## config.mk

```make
export PLATFORM = sky130hd
export DESIGN_NAME = mtable_bist
export DESIGN_NICKNAME = d
export VERILOG_FILES = /design/src/rtl/mtable_pkg.sv /design/src/rtl/mtable_bist.sv
export SDC_FILE = /design/constraint.sdc
export NUM_CORES = 1
export LEC_CHECK = 0
export CORE_MARGIN = 1.5
export CORE_UTILIZATION = 45
export CTS_BUF_LIST = sky130_fd_sc_hd__clkbuf_2 sky130_fd_sc_hd__clkbuf_4 sky130_fd_sc_hd__clkbuf_8
export CTS_CLUSTER_DIAMETER = 100
export DETAILED_ROUTE_END_ITERATION = 6
export GPL_TIMING_DRIVEN = 0
export HOLD_SLACK_MARGIN = 0.12
export MAX_ROUTING_LAYER = met4
export PLACE_DENSITY = 0.81
export SLEW_MARGIN = 30
export SYNTH_ARGS = -nofsm -noshare
export SYNTH_HDL_FRONTEND = slang
export SYNTH_SLANG_ARGS = --single-unit
```

## constraint.sdc

```tcl
create_clock -name clk -period 2.1 [get_ports clk]
set_clock_uncertainty 0.05 [all_clocks]
set_input_delay 0.21 -clock clk [delete_from_list [all_inputs] [get_ports clk]]
set_output_delay 0.21 -clock clk [all_outputs]
set_load 0.05 [all_outputs]
```

## src/rtl/mtable_pkg.sv

```systemverilog
// +----------------------------------------------------------------------------+
// | mtable_pkg : FSM state encoding and reference truth table for mtable_bist   |
// | Rev 1.0                                                                    |
// +----------------------------------------------------------------------------+
`default_nettype none

package mtable_pkg;

    typedef logic [1:0] state_t;

    localparam state_t ST_IDLE  = 2'd0;
    localparam state_t ST_DRIVE = 2'd1;
    localparam state_t ST_CHECK = 2'd2;
    localparam state_t ST_DONE  = 2'd3;

    // z = a ^ c over vec = {a,b,c}
    localparam logic [7:0] MTABLE_EXP = 8'h5A;

endpackage : mtable_pkg

`default_nettype wire

```

## src/rtl/mtable_bist.sv

```systemverilog
// +----------------------------------------------------------------------------+
// | mtable_bist : walks every input vector of the mtable block, checks z, and   |
// | reports error count / pass. Optional MTABLE_BIST_FAIL_CAPTURE_EN records    |
// | the first failing vector. Rev 1.0                                          |
// +----------------------------------------------------------------------------+
`default_nettype none

module mtable_bist
    import mtable_pkg::*;
#(
    parameter int                  N_IN       = 3,
    parameter logic [2**N_IN-1:0]  EXP_TABLE  = MTABLE_EXP,
    parameter int                  SETTLE_CYC = 1
) (
    input  logic             clk,
    input  logic             rst_n,
    input  logic             start_i,
    output logic [N_IN-1:0]  dut_vec_o,
    input  logic             dut_z_i,
    output logic             busy_o,
    output logic             done_o,
    output logic             pass_o,
    output logic [N_IN:0]    err_cnt_o
`ifdef MTABLE_BIST_FAIL_CAPTURE_EN
    ,
    output logic             first_fail_vld_o,
    output logic [N_IN-1:0]  first_fail_vec_o
`endif
);

    localparam int              CW          = (SETTLE_CYC > 1) ? $clog2(SETTLE_CYC) : 1;
    localparam logic [CW-1:0]   SETTLE_LAST = CW'(SETTLE_CYC - 1);
    localparam logic [N_IN-1:0] IDX_LAST    = '1;

    state_t            state_q,  state_d;
    logic [N_IN-1:0]   idx_q,    idx_d;
    logic [CW-1:0]     settle_q, settle_d;
    logic [N_IN:0]     err_q,    err_d;
    logic              pass_q,   pass_d;
    logic              w_mismatch;

`ifdef MTABLE_BIST_FAIL_CAPTURE_EN
    logic              ff_vld_q, ff_vld_d;
    logic [N_IN-1:0]   ff_vec_q, ff_vec_d;
`endif

    assign w_mismatch = (state_q == ST_CHECK) && (dut_z_i != EXP_TABLE[idx_q]);

    always_ff @(posedge clk or negedge rst_n) begin
        if (!rst_n) begin
            state_q  <= ST_IDLE;
            idx_q    <= '0;
            settle_q <= '0;
            err_q    <= '0;
            pass_q   <= 1'b0;
`ifdef MTABLE_BIST_FAIL_CAPTURE_EN
            ff_vld_q <= 1'b0;
            ff_vec_q <= '0;
`endif
        end else begin
            state_q  <= state_d;
            idx_q    <= idx_d;
            settle_q <= settle_d;
            err_q    <= err_d;
            pass_q   <= pass_d;
`ifdef MTABLE_BIST_FAIL_CAPTURE_EN
            ff_vld_q <= ff_vld_d;
            ff_vec_q <= ff_vec_d;
`endif
        end
    end

    always_comb begin
        state_d  = state_q;
        idx_d    = idx_q;
        settle_d = settle_q;
        err_d    = err_q;
        pass_d   = pass_q;
`ifdef MTABLE_BIST_FAIL_CAPTURE_EN
        ff_vld_d = ff_vld_q;
        ff_vec_d = ff_vec_q;
`endif
        case (state_q)
            ST_IDLE: begin
                if (start_i) begin
                    idx_d    = '0;
                    err_d    = '0;
                    pass_d   = 1'b0;
                    settle_d = '0;
                    state_d  = ST_DRIVE;
`ifdef MTABLE_BIST_FAIL_CAPTURE_EN
                    ff_vld_d = 1'b0;
`endif
                end
            end
            ST_DRIVE: begin
                if (settle_q == SETTLE_LAST) begin
                    settle_d = '0;
                    state_d  = ST_CHECK;
                end else begin
                    settle_d = settle_q + CW'(1);
                end
            end
            ST_CHECK: begin
                if (w_mismatch) begin
                    err_d = err_q + (N_IN+1)'(1);
                end
`ifdef MTABLE_BIST_FAIL_CAPTURE_EN
                if (w_mismatch && !ff_vld_q) begin
                    ff_vld_d = 1'b1;
                    ff_vec_d = idx_q;
                end
`endif
                // pass uses the count including this final check
                if (idx_q == IDX_LAST) begin
                    pass_d  = (err_d == '0);
                    state_d = ST_DONE;
                end else begin
                    idx_d   = idx_q + N_IN'(1);
                    state_d = ST_DRIVE;
                end
            end
            ST_DONE: begin
                state_d = ST_IDLE;
            end
            default: begin
                state_d = ST_IDLE;
            end
        endcase
    end

    always_comb begin
        busy_o    = (state_q != ST_IDLE);
        done_o    = (state_q == ST_DONE);
        dut_vec_o = (state_q == ST_IDLE) ? '0 : idx_q;
        pass_o    = pass_q;
        err_cnt_o = err_q;
`ifdef MTABLE_BIST_FAIL_CAPTURE_EN
        first_fail_vld_o = ff_vld_q;
        first_fail_vec_o = ff_vec_q;
`endif
    end

endmodule : mtable_bist

`default_nettype wire

```

==> metrics.csv, run 1 <==
stage,metric,value,unit
floorplan,Initial Util,0.4830,
sta,Max Slew Vio Count,0,
placed_design,hpwl dp,909.9,um
yosys,Post-synth EDFFs,0,
sta,Least-Margin Pin Slew,0.5042,ns
sta,unrepaired setup endpoints after global routing,no,
sta,period utilisation layout,0.9341,
setup_path,crit start category,flip-flop,
yosys,Seq cells post-synth,10,
cells_and_area,share of layout cells above drive strength 1,0.1013,
sta,Fmax,0.5098,GHz
drt,1st-iter DRT viols,9,
sta,final hold slack,0.2113,ns
floorplan,Rows,13,
global_routing,GRT overflow,0,
yosys,synthesized area,620.6,um^2
yosys,synth warn,0,
drt,Detail Route Antenna Nets,0,
placed_design,Placed Instance Area,769.5,um^2
cells_and_area,# nets final,88,
yosys,leading area contributor after synthesis,dfrtp_1,
global_routing,vias in the first global route,426,
drt,vias per cell,5.681,
power_and_ir_drop,total power draw,0.001120,W
worst_hold_path,worst hold path class,in -> async,
setup_path,CP Cell Sequence,"clkbuf_1, and2_1, dlygate4sd2_1",
global_routing,initial antenna violation count,0,
drt,Pre-antenna DRT Iters,4,
setup_path,critical path peak fanout,10,
clocking,number of clock sinks,10,
drt,routed len/inst,12.84,um
run_status,outcome,"finished, final reports clean",
yosys,Synthesized Nets,70,
yosys,post-synth top area share,0.4032,
yosys,Syn Area/Cell,9.851,um^2
power_and_ir_drop,VDD IR max,0.8987,mV
drt,Via Count,534,
yosys,Post-Syn Instances,63,
global_routing,Total GRT Usage,0.1775,
clocking,clock root buffer,clkbuf_4,
sta,TNS Setup,0,ns
yosys,Synth async-reset ratio,1.000,
global_routing,largest net degree at the start of global routing,11,
sta,Final Hold Vio Count,0,
setup_path,WP data required,1.84,ns
power_and_ir_drop,Leakage Power,0.3912,nW
cells_and_area,n_diodes,0,
drt,Post-Route WL,1.207,mm
floorplan,die width,40.14,um
floorplan,die area,1611,um^2
yosys,Netlist cell types,28,
placed_design,Placer Congestion,0.7235,
floorplan,die height,40.14,um
placed_design,I/O Buffers,13,
setup_path,FF-to-FF path depth,4,
clocking,H-tree depth,1,
yosys,"Seq/Total Area, Yosys",0.4032,
clocking,clock tree buffer depth,2,
cells_and_area,Reg area,250.2,um^2
yosys,top post-synthesis cells by area,"dfrtp_1, a22o_1, ha_1, xnor3_2, mux2i_1",
setup_path,Critical Path Max Stage Delay,0.52,ns
setup_path,slowest CP cell,dlygate4sd2_1,
sta,Setup Viol. Count Final,0,
global_routing,first-pass GRT wire length,1.876,mm
clocking,CTS Hold Buffers Added,0,
setup_path,Crit. End Element,output pin,
cells_and_area,multi-input logic area,347.8,um^2
clocking,Clock Pin Slew Worst Setup and Hold Paths,0.07,ns
power_and_ir_drop,pwr dens,1425,nW/um^2
cells_and_area,final core occ,0.6115,
clocking,TritonCTS clock tree,yes,
floorplan,IO Count,14,
cells_and_area,post-route cell area,785.8,um^2
yosys,"Top FF cell, synth",dfrtp_1,
clocking,worst skew pair latency,0.25,ns
cells_and_area,filler instances,113,
run,maxcap violations,0,
setup_path,CP arrival,1.70,ns
clocking,TritonCTS Buffers,3,
sta,minimum clock period,1.962,ns
sta,Slew headroom,0.6628,
drt,DRC,0,
floorplan,core area,1285,um^2
setup_path,CP Class,reg -> out,
cells_and_area,P&R area growth vs syn,26.61,%
## final cells by class
type,instances,area share
sequential,10,0.3185
buffer,3,0.01433
multi-input combinational,47,0.4427
tap,15,0.02389
timing repair buffer,13,0.1576
clock buffer,3,0.02866
inverter,3,0.01433
## state kept, by name, indices dropped and copies added, names as in the netlist
register / count
idx_q: 3
state_q: 2
err_cnt_o: 4
pass_o: 1
## layer usage
layer | share of wire | GRT usage
met2 | 0.50 | 0.2903
met5 | 0 | -
met1 | 0.45 | 0.2310
met4 | 0.017 | 0.05172
met3 | 0.024 | 0.01667
## power by group
| group | total, W | internal [W] | switching (W) |
|---|---|---|---|
| registers | 0.000310 | 0.000249 | 0.0000614 |
| logic | 0.000681 | 0.000255 | 0.000426 |
| clock network | 0.000129 | 0.0000660 | 0.0000627 |
| total | 0.00112 | 0.000570 | 0.000550 |
## layout by cell type, fill, tap and decap left out, drive strengths merged, types with 2 or more instances in the layout
cell,netlist,layout
dfrtp,10,10
clkdlybuf4s50,0,8
a22o,8,8
clkbuf,3,6
dlygate4sd2,0,5
o21ai,5,5
nor2,4,4
nand2,4,4
inv,3,3
nor2b,3,3
ha,3,3
a21oi,2,2
mux2i,2,2
nand3,2,2
## critical path, delay by kind of cell, from the launching register on
family	cells	cell delay [ns]
buffers and inverters	2	0.87
and+or+nand+nor	1	0.18
DFF	1	0.40
## through the flow
| step | setup WS [ns] | std cells |
|---|---|---|
| final | 0.1384 | 94 |
| after global routing | 0.03694 | 94 |
| after CTS | 0.1495 | 94 |
| after detailed placement | 0.1416 | 91 |
| after global placement | 0.1396 | 91 |
| after floorplan | 0.3451 | 63 |
## cell usage after synthesis, types with 2 or more instances
library cell / instances
o21ai_0: 4
clkbuf_1: 3
inv_1: 3
nor2_1: 4
a22o_1: 7
nand3_1: 2
dfrtp_1: 10
ha_1: 3
mux2i_1: 2
nand2_1: 4
nor2b_1: 3
a21oi_1: 2
## what timing repair did
action | CTS | global route
hold endpoints to repair | 0 | 0
setup buffers | 0 | 0
endpoints found under the setup margin | 5 | 0
resized for setup | 5 | 0
## final timing paths
check,from,end,slack [ns]
max in group asynchronous,rst_n,idx_q[0],1.47
worst min register to register,pass_o,pass_o,0.47
worst max-delay path,state_q[1],done_o,0.14
min in group clk,pass_o,pass_o,0.47
worst min-delay path,rst_n,pass_o,0.21
worst max register to register,idx_q[2],pass_o,0.31
## logic make-up after synthesis
group	count (synthesis)	synth area share
AOI/OAI and AO/OA	19	0.2238
xor gates and xnor gates	1	0.03830
adders and majority gates	3	0.06049
buffers and inverters	6	0.03629
DFF	10	0.4032
muxes	3	0.05040
and+or+nand+nor	21	0.1875
Power figures use the tool's default switching activity.
==> run 2, diff against run 1 <==
--- a/config.mk
+++ b/config.mk
@@ -14,6 +14,7 @@
 export HOLD_SLACK_MARGIN = 0.12
 export MAX_ROUTING_LAYER = met4
 export PLACE_DENSITY = 0.81
+export SKIP_LAST_GASP = 1
 export SLEW_MARGIN = 30
 export SYNTH_ARGS = -nofsm -noshare
 export SYNTH_HDL_FRONTEND = slang
==> constraint.sdc (replaced) <==
create_clock -name clk -period 2.07 [get_ports clk]
set_clock_uncertainty 0.05 [all_clocks]
set_input_delay 0.207 -clock clk [delete_from_list [all_inputs] [get_ports clk]]
set_output_delay 0.207 -clock clk [all_outputs]
set_load 0.05 [all_outputs]
==> results of run 2 <==
Same layout as run 1 (identical final DEF). Status: finished, final reports clean.
Main changes from that run: setup slack after placement 0.1416 ns -> 0.1146 ns; setup slack after layout 0.1384 ns -> 0.1114 ns; hold slack 0.2113 ns -> 0.2083 ns; register-to-register setup slack 0.31 ns -> 0.28 ns; total power 0.001120 W -> 0.001136 W; worst IR drop on VDD 0.8987 mV -> 0.9117 mV
